--- src/rtl/rpm_speed_filter.sv ---
// rpm_speed_filter: moving-average RPM filter with multi-cycle RPM-to-mph conversion
// Ports: clk50M/reset (async, active-high) | rpm_in: RPM sample source
//        rpm_avg, speed_mph: held results | speed_valid: one-cycle update strobe | busy: conversion running
module rpm_speed_filter #(
  parameter int SAMPLE_PERIOD = 50_000_000,
  parameter int DEPTH = 8,
  parameter int SPEED_NUM = 4680,
  parameter int SPEED_DEN = 63360
) (
  input  logic        clk50M,
  input  logic        reset,
  input  logic [15:0] rpm_in,
  output logic [15:0] rpm_avg,
  output logic [15:0] speed_mph,
  output logic        speed_valid,
  output logic        busy
);
  localparam int L = $clog2(DEPTH);
  localparam int SW = 16 + L;
  localparam int TW = $clog2(SAMPLE_PERIOD);
  localparam logic [TW-1:0] TMAX = TW'(SAMPLE_PERIOD - 1);
  localparam logic [16:0] DEN = 17'(SPEED_DEN);
  typedef enum logic [2:0] {IDLE, AVG, MUL, DIV, DONE} state_t;
  state_t r_state, w_next;
  logic [TW-1:0] r_timer;
  logic [15:0] r_buf [DEPTH];
  logic [L-1:0] r_wp;
  logic [SW-1:0] r_sum;
  logic [15:0] r_avg_next, r_rpm_avg, r_speed, r_rem, w_rem;
  logic [31:0] r_quo, w_quo;
  logic [4:0] r_cnt;
  logic [16:0] w_trial;
  logic w_tick, w_ge;
  assign w_tick = r_timer == TMAX;
  // Restoring-division step: r_quo holds the remaining dividend bits shifted left while
  // quotient bits fill in from the bottom, so after 32 steps it holds the quotient.
  assign w_trial = {r_rem, r_quo[31]};
  assign w_ge = w_trial >= DEN;
  assign w_rem = w_ge ? 16'(w_trial - DEN) : w_trial[15:0];
  assign w_quo = {r_quo[30:0], w_ge};
  assign rpm_avg = r_rpm_avg;
  assign speed_mph = r_speed;
  assign speed_valid = r_state == DONE;
  assign busy = r_state != IDLE;
  always_ff @(posedge clk50M or posedge reset)
    if (reset) r_timer <= '0;
    else r_timer <= w_tick ? '0 : r_timer + TW'(1);
  always_ff @(posedge clk50M or posedge reset)
    if (reset) r_state <= IDLE;
    else r_state <= w_next;
  always_comb begin
    w_next = IDLE;
    case (r_state)
      IDLE: w_next = w_tick ? AVG : IDLE;
      AVG: w_next = MUL;
      MUL: w_next = DIV;
      DIV: w_next = r_cnt == 5'd31 ? DONE : DIV;
      default: w_next = IDLE;
    endcase
  end
  always_ff @(posedge clk50M or posedge reset)
    if (reset) begin
      for (int i = 0; i < DEPTH; i++) r_buf[i] <= '0;
      r_wp <= '0;
      r_sum <= '0;
      r_avg_next <= '0;
      r_quo <= '0;
      r_rem <= '0;
      r_cnt <= '0;
      r_rpm_avg <= '0;
      r_speed <= '0;
    end else begin
      // Ticks outside IDLE are dropped so the sum always matches the buffer contents.
      if (r_state == IDLE && w_tick) begin
        r_sum <= r_sum + SW'(rpm_in) - SW'(r_buf[r_wp]);
        r_buf[r_wp] <= rpm_in;
        r_wp <= r_wp + L'(1);
      end
      if (r_state == AVG) r_avg_next <= r_sum[SW-1:L];
      if (r_state == MUL) begin
        r_quo <= 32'(r_avg_next) * 32'(SPEED_NUM);
        r_rem <= '0;
        r_cnt <= '0;
      end
      if (r_state == DIV) begin
        r_quo <= w_quo;
        r_rem <= w_rem;
        r_cnt <= r_cnt + 5'd1;
        // Results are loaded from the final step so they change on the edge that raises speed_valid.
        if (r_cnt == 5'd31) begin
          r_rpm_avg <= r_avg_next;
          r_speed <= |w_quo[31:16] ? 16'hFFFF : w_quo[15:0];
        end
      end
    end
  always_ff @(posedge clk50M)
    if (!reset && w_tick) tick_in_idle: assert (r_state == IDLE);
endmodule

--- config.mk ---
export PLATFORM = sky130hd
export DESIGN_NAME = rpm_speed_filter
export DESIGN_NICKNAME = d
export VERILOG_FILES = /design/src/rtl/rpm_speed_filter.sv
export SDC_FILE = /design/constraint.sdc
export NUM_CORES = 1
export LEC_CHECK = 0
export BUFFER_PORTS_ARGS = -buffer_cell sky130_fd_sc_hd__buf_2
export CAP_MARGIN = 20
export CORE_ASPECT_RATIO = 1.4
export CORE_MARGIN = 2
export CORE_UTILIZATION = 35
export CTS_CLUSTER_DIAMETER = 60
export DETAILED_ROUTE_END_ITERATION = 8
export SYNTH_ARGS = -nofsm -noshare
export SYNTH_HDL_FRONTEND = slang
export SYNTH_SLANG_ARGS = --single-unit
--- constraint.sdc ---
create_clock -name clk50M -period 22.9 [get_ports clk50M]
set_input_delay 2.29 -clock clk50M [delete_from_list [all_inputs] [get_ports clk50M]]
set_output_delay 2.29 -clock clk50M [all_outputs]
set_load 0.01 [all_outputs]
After elaboration in Yosys (flattened, before gate mapping):

Cells that the tools add are included.

* flip-flop bits (word level): 280
* output and inout port bits: 34
* logic and storage cells: 60

* eq/ne operators: 6
* bitwise operators: 1
* $lt $le $gt $ge: 3
* multiplexer cells: 18
* $mul: 1
* reduce and logical (&&, ||, !) cells: 7
* $add $sub $neg: 6

Operators with widths (number)
* $bwmux 128: 1
* $mux 16: 7
* $mux 32: 2
* $bmux 16 s3: 1
* $demux 16 s3: 1
* $add 26x1->26 const B: 1
* $eq 26x26->1 const B: 1
* $mul 16x10->26 const B: 1
* $mux 26: 1
* $add 19x16->19: 1
* $sub 19x16->19: 1
* $ge 17x16->1 const B: 1
* $reduce_or 16->1: 1
* $sub 16x16->16 const B: 1
* $pmux 3 s4: 1
* $mux 5: 2
* $eq 3x2->1 const B: 2
* $add 5x1->5 const B: 1
* $eq 5x5->1 const B: 1
* $ge 4x4->1 const B: 1
* $lt 4x1->1 const B: 1
* $not 3->4: 1
* $add 3x1->3 const B: 1
* $eq 3x1->1 const B: 1
* 8 further kinds: 9

Longest topological paths before layout:

Gate-level depths: netlist (run 1).

* depth after elaboration: 6
* gate-level depth with buffers: 16
* depth with buffers taken out: 16

Least setup slack after synthesis (run 1):

Ideal clock, no wire load.

* path type: input -> register
* start point: in rpm_in[2]
* end point: reg r_sum[16]
* stages: 11
* arrival: 4.496 ns
* required time: 22.770 ns
* setup slack: 18.274 ns
* cells stage by stage: inv_1 > fa_1 > inv_1 > ha_1 > nor2b_1 > o31a_1 > o21bai_1 > a21oi_1 > o41ai_1 > xor2_1 > o21ai_0

* longest elaborated chain between the ends: 2

Ends and longest elaborated chain
* from (decl): line 12 `input logic [15:0] rpm_in,`
* $add 19x16->19: line 75 `r_sum <= r_sum + SW'(rpm_in) - SW'(r_buf[r_wp]);`
* $sub 19x16->19: line 75
* to (signal assigned): line 75
* to (decl): line 28 `logic [SW-1:0] r_sum;`

Every way passes these cells.
A chain may end at the register's enable or synchronous reset.

Worst setup path after layout (run 1):

Same ends and word-level chain as after synthesis.

==> results of run 1 <==
-- worst max path at each step --
stage | end | slack [ns] | cells after the start
finish | r_sum[16]$_DFFE_PP0P_ | 18.24 | 12
global placement | r_buf[109]$_DFFE_PP0P_ | 17.77 | 4
detailed placement | r_buf[41]$_DFFE_PP0P_ | 17.70 | 4
CTS | r_buf[109]$_DFFE_PP0P_ | 18.24 | 4
global route | r_sum[16]$_DFFE_PP0P_ | 18.08 | 12
floorplan | r_avg_next[0]$_DFFE_PP0P_ | 12.89 | 1
-- metal layers --
| metal | vias to the layer above | track usage | share of wire |
|---|---|---|---|
| met2 | 154 | 0.283 | 0.52 |
| met4 | 0 | 0.0549 | 0.028 |
| met1 | 5235 | 0.183 | 0.42 |
| met5 | - | 0 | 0 |
| met3 | 53 | 0.0228 | 0.031 |
| li1 | 4942 | - | - |
-- cells by family (layout without fill, tap and decap cells) --
family | Yosys count | in the layout | share of synthesized area
buffers and inverters | 166 | 243 | 0.0421
AND/OR/NAND/NOR | 309 | 309 | 0.0997
multiplexers | 211 | 211 | 0.176
flip-flops | 280 | 280 | 0.446
adder cells (fa/ha/maj) | 121 | 121 | 0.112
AO/OA/AOI/OAI | 216 | 216 | 0.0868
XOR/XNOR | 66 | 66 | 0.0368
-- metrics by stage --
| step | cells | power (W) | hold WS [ns] | util | cell area (sq um) |
|---|---|---|---|---|---|
| after floorplan | 1369 | 0.000529 | 0.445 | - | 15700 |
| after global placement | 1941 | 0.000541 | 0.456 | 0.375 | 16600 |
| after detailed placement | 1941 | 0.000542 | 0.468 | 0.375 | 16600 |
| after CTS | 2002 | 0.00113 | 0.482 | 0.403 | 17800 |
| after global routing | 2004 | 0.00115 | 0.493 | 0.404 | 17900 |
| final | 2004 | 0.00111 | 0.477 | 0.404 | 17900 |
-- layout make-up --
type                            instances  area (sq um)
Fill cell                            4251         26300
Multi-Input combinational cell        923          8070
Sequential cell                       280          7010
Clock buffer                           49          1030
Tap cell                              558           698
Timing Repair Buffer                   71           445
Inverter                              111           424
Clock inverter                         12           183
-- flip-flops by register name, summed over array words and instances, names as in the netlist, 5 cells and up --
name / count
speed_mph: 16
r_quo: 32
r_rem: 16
r_avg_next: 16
r_cnt: 5
rpm_avg: 16
r_buf: 128
r_sum: 19
r_timer: 26
-- placed cells by master (no fill, tap or decap), drive strengths merged, types with 6 or more instances in the layout --
cell      n
a21o     25
a21oi    48
a31oi     9
and3     14
and4      6
buf      71
clkbuf   49
dfrtp   280
fa       33
ha       88
inv     114
mux2    168
mux2i    11
mux4     32
nand2   125
nand3    38
nand4    10
nor2     52
nor2b    12
nor3     12
nor4     14
o21a      9
o21ai    64
o21bai    6
o22a     15
o22ai     8
o31ai     6
xnor2    29
xor2     37
-- worst max-delay path, cell delays in order --
cell      delay [ns]
buf_2           0.16
inv_1           0.08
fa_1            0.53
inv_1           0.04
ha_1            0.33
nor2b_1         0.17
o31a_1          0.27
o21bai_1        0.29
a21oi_1         0.18
o41ai_1         0.42
xor2_1          0.18
o21ai_0         0.08
-- power breakdown --
| group | switching, W | internal (W) | total (W) |
|---|---|---|---|
| combinational | 0.0000260 | 0.0000114 | 0.0000374 |
| clock | 0.000216 | 0.000361 | 0.000577 |
| sequential | 0.000000248 | 0.000495 | 0.000495 |
==> impl_metrics.yaml, run 1 <==
die:
  coreArea_sq_um: 44200
  io_pins: 52
  dieArea_sq_um: 46600
  placementRows: 91
  die_h_um: 255
  die_w_um: 183
  start_util: 0.355
final_layout:
  nNetsFinal: 1560
  syn2layout_area_growth_pct: 13.8
  diodes: 0
  drive_above_1_share: 0.243
routing:
  antenna_left: 0
  wirelength_um: 34700
  drt-vias-per-instance: 5.18
  wire_per_inst_um: 17.3
  drc: 0
  firstDrtPassIters: 5
  drtIter0Drc: 449
  dr_total_vias: 10400
synth:
  synth.most_common_cell: "dfrtp_1"
  synth_area_sq_um: 15700
  synth_top_area_share: 0.446
  syn_inst: 1369
  yosys.area.top_type: "dfrtp_1"
  seq_area_frac_synth: 0.446
  synthFlopType: "dfrtp_1"
  avgSynthCellArea_sq_um: 11.5
  synthTopCellsByCount: "280 x dfrtp_1, 158 x mux2_2, 125 x nand2_1, 110 x inv_1, 88 x ha_1"
  synthArstFlopShare: 1.00
  synth_cell_types: 67
  ys_seq_elements: 280
  synth_enable_flop_cells: 0
  ys_warn_count: 0
  synth_area_leaders: "dfrtp_1 45%, mux2_2 11%, ha_1 7.0%, mux4_2 4.6%, fa_1 4.2%"
  synth_nets: 1508
timing:
  slew_violations: 0
  worst_slew_pin_slew_ns: 1.00
  period_share: 0.203
  max_freq_mhz: 215
  finalSetupViolCount: 0
  slew_headroom: 0.330
  post-route-min-period_ns: 4.66
  setup_tns_ns: 0
  hold_viol_final: 0
  setup_slack_ns: 18.24
  rsz0062_at_grt: "false"
  finalClockSkew_ns: 0.00982
global_routing:
  grt_first_pass_wirelength_um: 57500
  grt_pass1_vias: 10800
  gr-total-overflow: 0
  grt_max_degree: 131
  track_usage: 0.154
  antenna_found_initial: 0
setup_path:
  regToRegStartpoint: "r_wp[0]$_DFFE_PP0P_"
  start_kind: "input port"
  critPathKind: "input port to flip-flop"
  cp-end-kind: "flip-flop"
  rr_worst_depth: 13
  crit_arrival_ns: 5.04
  critPathMaxFanout: 9
  reg2reg_to: "r_sum[16]$_DFFE_PP0P_"
  ff2ff_setup_slack_ns: 18.45
  startpoint: "rpm_in[2]"
  cp.required_ns: 23.29
cts:
  hold_buffers: 0
  cts_tree: "done"
  cts_resized: 0
  cts_made_buffers: 34
  clockBufferDepth: 3
  clk_pin_slew_ns: 0.06
  cts-htree-levels: 2
  clkSinkCount: 280
  postCtsSetupRepairBufs: 0
  root_buffer: "clkbuf_16"
  clk_latency_ns: 0.51
pwr:
  p_per_area_nw_per_um2: 62.1
  ir_drop_v: 0.0000653
  p_leak_nw: 8.96
placed_design:
  gp_congestion: 0.821
  numPortBuffers: 51
  hpwl_um: 23800
  dp_worst_setup_slack_ns: 17.70
hold_path:
  holdPathEnd: "r_cnt[4]$_DFFE_PP0P_"
  hp-class: "flip-flop to flip-flop"
  worstHoldStart: "r_cnt[4]$_DFFE_PP0P_"
  holdPathStages: 2
outcome:
  status: "completed"
flow_run:
  cap_violations: 0
No activity file was read; power rests on OpenSTA's default activity.
==> run 2, diff against run 1 <==
==> constraint.sdc (replaced) <==
create_clock -name clk50M -period 4.05 [get_ports clk50M]
set_input_delay 0.405 -clock clk50M [delete_from_list [all_inputs] [get_ports clk50M]]
set_output_delay 0.405 -clock clk50M [all_outputs]
set_load 0.01 [all_outputs]
==> run 2 against run 1 <==
  * Utilization grew 0.98 points
  * Critical path type is now flip-flop to flip-flop
  * Highest routed layer unchanged
  * Critical path depth grew 4
  * Global-route usage grew 0.13 points
  * Via count grew 1.7%
==> impl_metrics.yaml, run 2 (synthesis gave the netlist of run 1 again) <==
outcome:
  status: "completed"
routing:
  firstDrtPassIters: 4
  drtIter0Drc: 525
  wirelength_um: 35200
  drt-vias-per-instance: 5.15
  drc: 0
  dr_total_vias: 10600
  wire_per_inst_um: 17.2
  antenna_left: 0
setup_path:
  start_kind: "flip-flop"
  cp-end-kind: "flip-flop"
  critPathMaxFanout: 5
  critPathKind: "flip-flop to flip-flop"
  cp.required_ns: 4.42
  crit_arrival_ns: 4.26
pwr:
  p_leak_nw: 9.10
  p_per_area_nw_per_um2: 336
  total_power_w: 0.00615
  ir_drop_v: 0.000353
cts:
  cts_made_buffers: 35
  clk_latency_ns: 0.53
  cts_tree: "done"
  root_buffer: "clkbuf_16"
  clockBufferDepth: 3
  cts-htree-levels: 2
  clkSinkCount: 280
  clk_pin_slew_ns: 0.06
timing:
  finalClockSkew_ns: 0.0277
  worst_slew_pin_slew_ns: 0.913
  max_freq_mhz: 257
  period_share: 0.960
  slew_violations: 0
  setup_tns_ns: 0
  post-route-min-period_ns: 3.89
  whs_ns: 0.226
  finalSetupViolCount: 0
  hold_viol_final: 0
  slew_headroom: 0.392
global_routing:
  grt_first_pass_wirelength_um: 58500
  gr-total-overflow: 0
  grt_max_degree: 103
  grt_pass1_vias: 11200
  antenna_found_initial: 0
  track_usage: 0.156
final_layout:
  largest_reg_flops: 128
  final_util: 0.414
  nNetsFinal: 1603
  syn2layout_area_growth_pct: 16.5
  largest-register: "r_buf"
  final_common_cell: "dfrtp_1"
  diodes: 0
  drive_above_1_share: 0.279
  fin_cells: 2048
  reg.largest.list: "r_buf x128, r_quo x32, r_timer x26"
  final_cell_mix: "275 x dfrtp_1, 158 x mux2_2, 125 x nand2_1"
hold_path:
  hp-class: "input port to flip-flop"
die:
  dieArea_sq_um: 46600
  io_pins: 52
  placementRows: 91
  die_w_um: 183
  coreArea_sq_um: 44200
  die_h_um: 255
  start_util: 0.355
placed_design:
  hpwl_um: 24900
  numPortBuffers: 51
  gp_congestion: 0.877
  place_inst: 1982
flow_run:
  cap_violations: 0
==> run 2: changes by cell type in the layout (fill, tap and decap cells not counted), moves of 3 or more <==
cell,change
clkinvlp_4,+3
buf_4,+39
o21ai_0,-4
ha_4,+6
o21ai_1,+3
ha_1,-7
buf_12,+4
a21oi_2,+5
a21oi_1,-5
nor4_2,+3
==> run 2: layout make-up <==
type / instances / area, sq um
clock buffer: 49 / 1000
clock inverter: 14 / 168
fill: 4196 / 25900
inverter: 111 / 420
multi-input combinational: 923 / 8220
sequential: 280 / 7020
tap: 558 / 698
timing repair buffer: 113 / 773
==> run 2: metal layers <==
layer,global-route usage,routed length (um),vias to the layer above
met4,0.0578,1050,0
met2,0.285,18500,161
met3,0.0234,1080,78
li1,-,-,5015
met5,0,0,-
met1,0.184,14600,5303
==> run 2: path summary, 6_finish.rpt <==
kind,slack [ns],to,from,depth (start not counted)
max reg2reg,0.16,r_quo[24]$_DFFE_PP0P_,r_avg_next[3]$_DFFE_PP0P_,16
min reg2reg,0.48,r_cnt[4]$_DFFE_PP0P_,r_cnt[4]$_DFFE_PP0P_,2
max in group asynchronous,2.34,r_state[0]$_DFF_PP0_,reset,4
min in group asynchronous,0.42,r_timer[3]$_DFF_PP0_,reset,3
min,0.23,r_buf[50]$_DFFE_PP0P_,rpm_in[2],2
max,0.16,r_quo[24]$_DFFE_PP0P_,r_avg_next[3]$_DFFE_PP0P_,16
==> run 2: critical path: stages (launching register included) <==
cell and delay, ns:
dfrtp_2 0.44, ha_1 0.34, xor2_1 0.15, ha_1 0.28
ha_1 0.29, inv_1 0.05, fa_1 0.50, inv_1 0.04
ha_2 0.31, a21oi_2 0.22, o21ai_2 0.11, a31oi_1 0.21
o21ai_0 0.10, buf_4 0.15, a311oi_2 0.28, xor2_1 0.18
o21ai_0 0.09
==> run 2: per-stage QoR <==
| stage | worst slack, ns | area [sq um] |
|---|---|---|
| final | 0.161 | 18300 |
| after global routing | -0.0374 | 18300 |
| after CTS | 0.00592 | 18100 |
| after detailed placement | -0.0939 | 16900 |
| after global placement | 0.0611 | 16900 |
| after floorplan | -0.0623 | 15700 |
==> run 2: power by group <==
| part | leakage [nW] | total, W | switching (W) | internal [W] |
|---|---|---|---|---|
| sequential | 3.79 | 0.00280 | 0.00000125 | 0.00280 |
| clock | 0.562 | 0.00312 | 0.00125 | 0.00188 |
| combinational | 4.74 | 0.000224 | 0.000150 | 0.0000742 |
==> run 2: repair_timing <==
action / 4_1_cts / 5_1_grt
resized for setup: 6 / 26
endpoints found under the hold margin: 12 / 0
pin swaps: 0 / 8
endpoints found under the setup margin: 5 / 18
setup buffers: 1 / 1
hold buffers: 1 / 0
==> run 3, diff against run 2 <==
--- a/config.mk
+++ b/config.mk
@@ -10,6 +10,7 @@
 export CORE_ASPECT_RATIO = 1.4
 export CORE_MARGIN = 2
 export CORE_UTILIZATION = 35
+export CTS_BUF_LIST = sky130_fd_sc_hd__clkbuf_16
 export CTS_CLUSTER_DIAMETER = 60
 export DETAILED_ROUTE_END_ITERATION = 8
 export SYNTH_ARGS = -nofsm -noshare
==> run 3 against run 2 <==
  * Clock skew decreased by 0.0010 ns
  * Clock power is 4% lower
  * Critical path depth shrank 1
  * Register-to-register slack worse by 0.08 ns
  * Combinational power barely moved
  * Via count shrank 0.27%
==> impl_metrics.yaml, run 3 (synthesis gave the netlist of run 1 again) <==
cts:
  root_buffer: "clkbuf_16"
  clk_latency_ns: 0.53
  clk_pin_slew_ns: 0.06
  cts_tree: "done"
  cts-htree-levels: 2
  clkSinkCount: 280
  clockBufferDepth: 3
  cts_made_buffers: 35
global_routing:
  grt_max_degree: 103
  grt_first_pass_wirelength_um: 58500
  track_usage: 0.156
  gr-total-overflow: 0
  grt_pass1_vias: 11200
  antenna_found_initial: 0
setup_path:
  critPathMaxFanout: 6
  cp-end-kind: "flip-flop"
  ff2ff_setup_slack_ns: 0.08
  rr_worst_depth: 15
  reg2reg_to: "r_quo[22]$_DFFE_PP0P_"
  start_kind: "flip-flop"
  regToRegStartpoint: "r_avg_next[4]$_DFFE_PP0P_"
  cp.required_ns: 4.43
  critPathKind: "flip-flop to flip-flop"
  crit_arrival_ns: 4.35
final_layout:
  largest-register: "r_buf"
  nNetsFinal: 1604
  reg.largest.list: "r_buf x128, r_quo x32, r_timer x26"
  drive_above_1_share: 0.276
  final_cell_mix: "275 x dfrtp_1, 158 x mux2_2, 125 x nand2_1"
  fillCellCount: 4202
  fin_cells: 2049
  final_common_cell: "dfrtp_1"
  largest_reg_flops: 128
  syn2layout_area_growth_pct: 16.2
  diodes: 0
flow_run:
  cap_violations: 0
placed_design:
  gp_congestion: 0.877
  hpwl_um: 24900
  numPortBuffers: 51
  place_inst: 1982
die:
  die_w_um: 183
  start_util: 0.355
  placementRows: 91
  die_h_um: 255
  coreArea_sq_um: 44200
  dieArea_sq_um: 46600
  io_pins: 52
outcome:
  status: "completed"
pwr:
  p_per_area_nw_per_um2: 330
  intPower_w: 0.00463
  total_power_w: 0.00603
  p_leak_nw: 9.10
  power.switching_w: 0.00139
  comb_power_share: 0.037
  ir_drop_v: 0.000348
  seq_power_share: 0.465
  switching_share: 0.231
  clockPowerShare: 0.498
routing:
  wirelength_um: 35200
  firstDrtPassIters: 5
  antenna_left: 0
  dr_total_vias: 10500
  drc: 0
  drtIter0Drc: 485
  drt-vias-per-instance: 5.14
  wire_per_inst_um: 17.2
timing:
  hold_viol_final: 0
  setup_tns_ns: 0
  post-route-min-period_ns: 3.97
  finalClockSkew_ns: 0.0267
  finalSetupViolCount: 0
  max_freq_mhz: 252
  slew_headroom: 0.387
  period_share: 0.981
  slew_violations: 0
  worst_slew_pin_slew_ns: 0.919
hold_path:
  holdPathStages: 2
  worstHoldStart: "rpm_in[2]"
  hp-class: "input port to flip-flop"
  holdPathEnd: "r_buf[50]$_DFFE_PP0P_"
## run 3: cell types whose count changed in the layout (fill, tap and decap cells not counted), sizes merged
| cell | delta |
|---|---|
| clkinv | +5 |
| clkbuf | -13 |
| buf | +1 |
| inv | +8 |
## run 3: what timing repair did
action,in CTS,in global routing
hold buffers,1,0
setup endpoints to repair,5,18
pin swaps,0,6
endpoints found under the hold margin,12,0
resized for setup,6,24
setup buffers,1,2
gates cloned,0,0
## run 3: worst max-delay path, stage by stage (launching register included)
cell,delay [ns]
dfrtp_1,0.40
buf_4,0.16
ha_1,0.30
fa_1,0.46
ha_1,0.28
inv_1,0.05
fa_1,0.50
inv_1,0.06
ha_4,0.30
nand4_1,0.19
a211oi_2,0.35
a21oi_2,0.13
buf_4,0.17
o21ai_0,0.22
xnor2_1,0.17
o22ai_1,0.10
## run 3: final cells by class
class,count,area [sq um],area share
Timing Repair Buffer,114,781,0.0428
Sequential cell,280,7020,0.385
Multi-Input combinational cell,923,8210,0.450
Clock inverter,27,216,0.0119
Tap cell,558,698,0.0383
Clock buffer,36,901,0.0494
Inverter,111,420,0.0230
## run 3: worst max-delay path by stage
| stage | from | endpoint | slack (ns) | depth (start not counted) |
|---|---|---|---|---|
| global placement | r_avg_next[5]$_DFFE_PP0P_ | r_quo[21]$_DFFE_PP0P_ | 0.06 | 16 |
| CTS | r_avg_next[1]$_DFFE_PP0P_ | r_quo[24]$_DFFE_PP0P_ | 0.006 | 16 |
| global route | r_avg_next[3]$_DFFE_PP0P_ | r_quo[24]$_DFFE_PP0P_ | -0.03 | 16 |
| detailed placement | r_avg_next[1]$_DFFE_PP0P_ | r_quo[21]$_DFFE_PP0P_ | -0.09 | 15 |
| finish | r_avg_next[4]$_DFFE_PP0P_ | r_quo[22]$_DFFE_PP0P_ | 0.08 | 15 |
| floorplan | reset | r_avg_next[0]$_DFFE_PP0P_ | -0.06 | 1 |
## run 3: routing by layer
layer | share of wire | up-vias | global-route usage
met5 | 0 | - | 0
li1 | - | 5016 | -
met2 | 0.53 | 158 | 0.285
met1 | 0.41 | 5286 | 0.184
met3 | 0.032 | 69 | 0.0234
met4 | 0.028 | 0 | 0.0571
## run 3: power by group through the flow
stage	Clock [W]	Sequential [W]	Combinational, W
after global placement	0	0.00285	0.000221
final	0.00300	0.00280	0.000224
after detailed placement	0	0.00285	0.000225
after CTS	0.00310	0.00280	0.000227
after floorplan	0	0.00285	0.000141
after global routing	0.00322	0.00280	0.000256
## run 3: through the flow
stage | util | worst slack [ns] | instance area [sq um] | hold WS [ns]
after floorplan | - | -0.0623 | 15700 | 0.445
after detailed placement | 0.383 | -0.0939 | 16900 | 0.422
after CTS | 0.410 | 0.00566 | 18100 | 0.195
after global routing | 0.413 | -0.0308 | 18200 | 0.230
after global placement | 0.383 | 0.0611 | 16900 | 0.417
final | 0.413 | 0.0781 | 18200 | 0.226
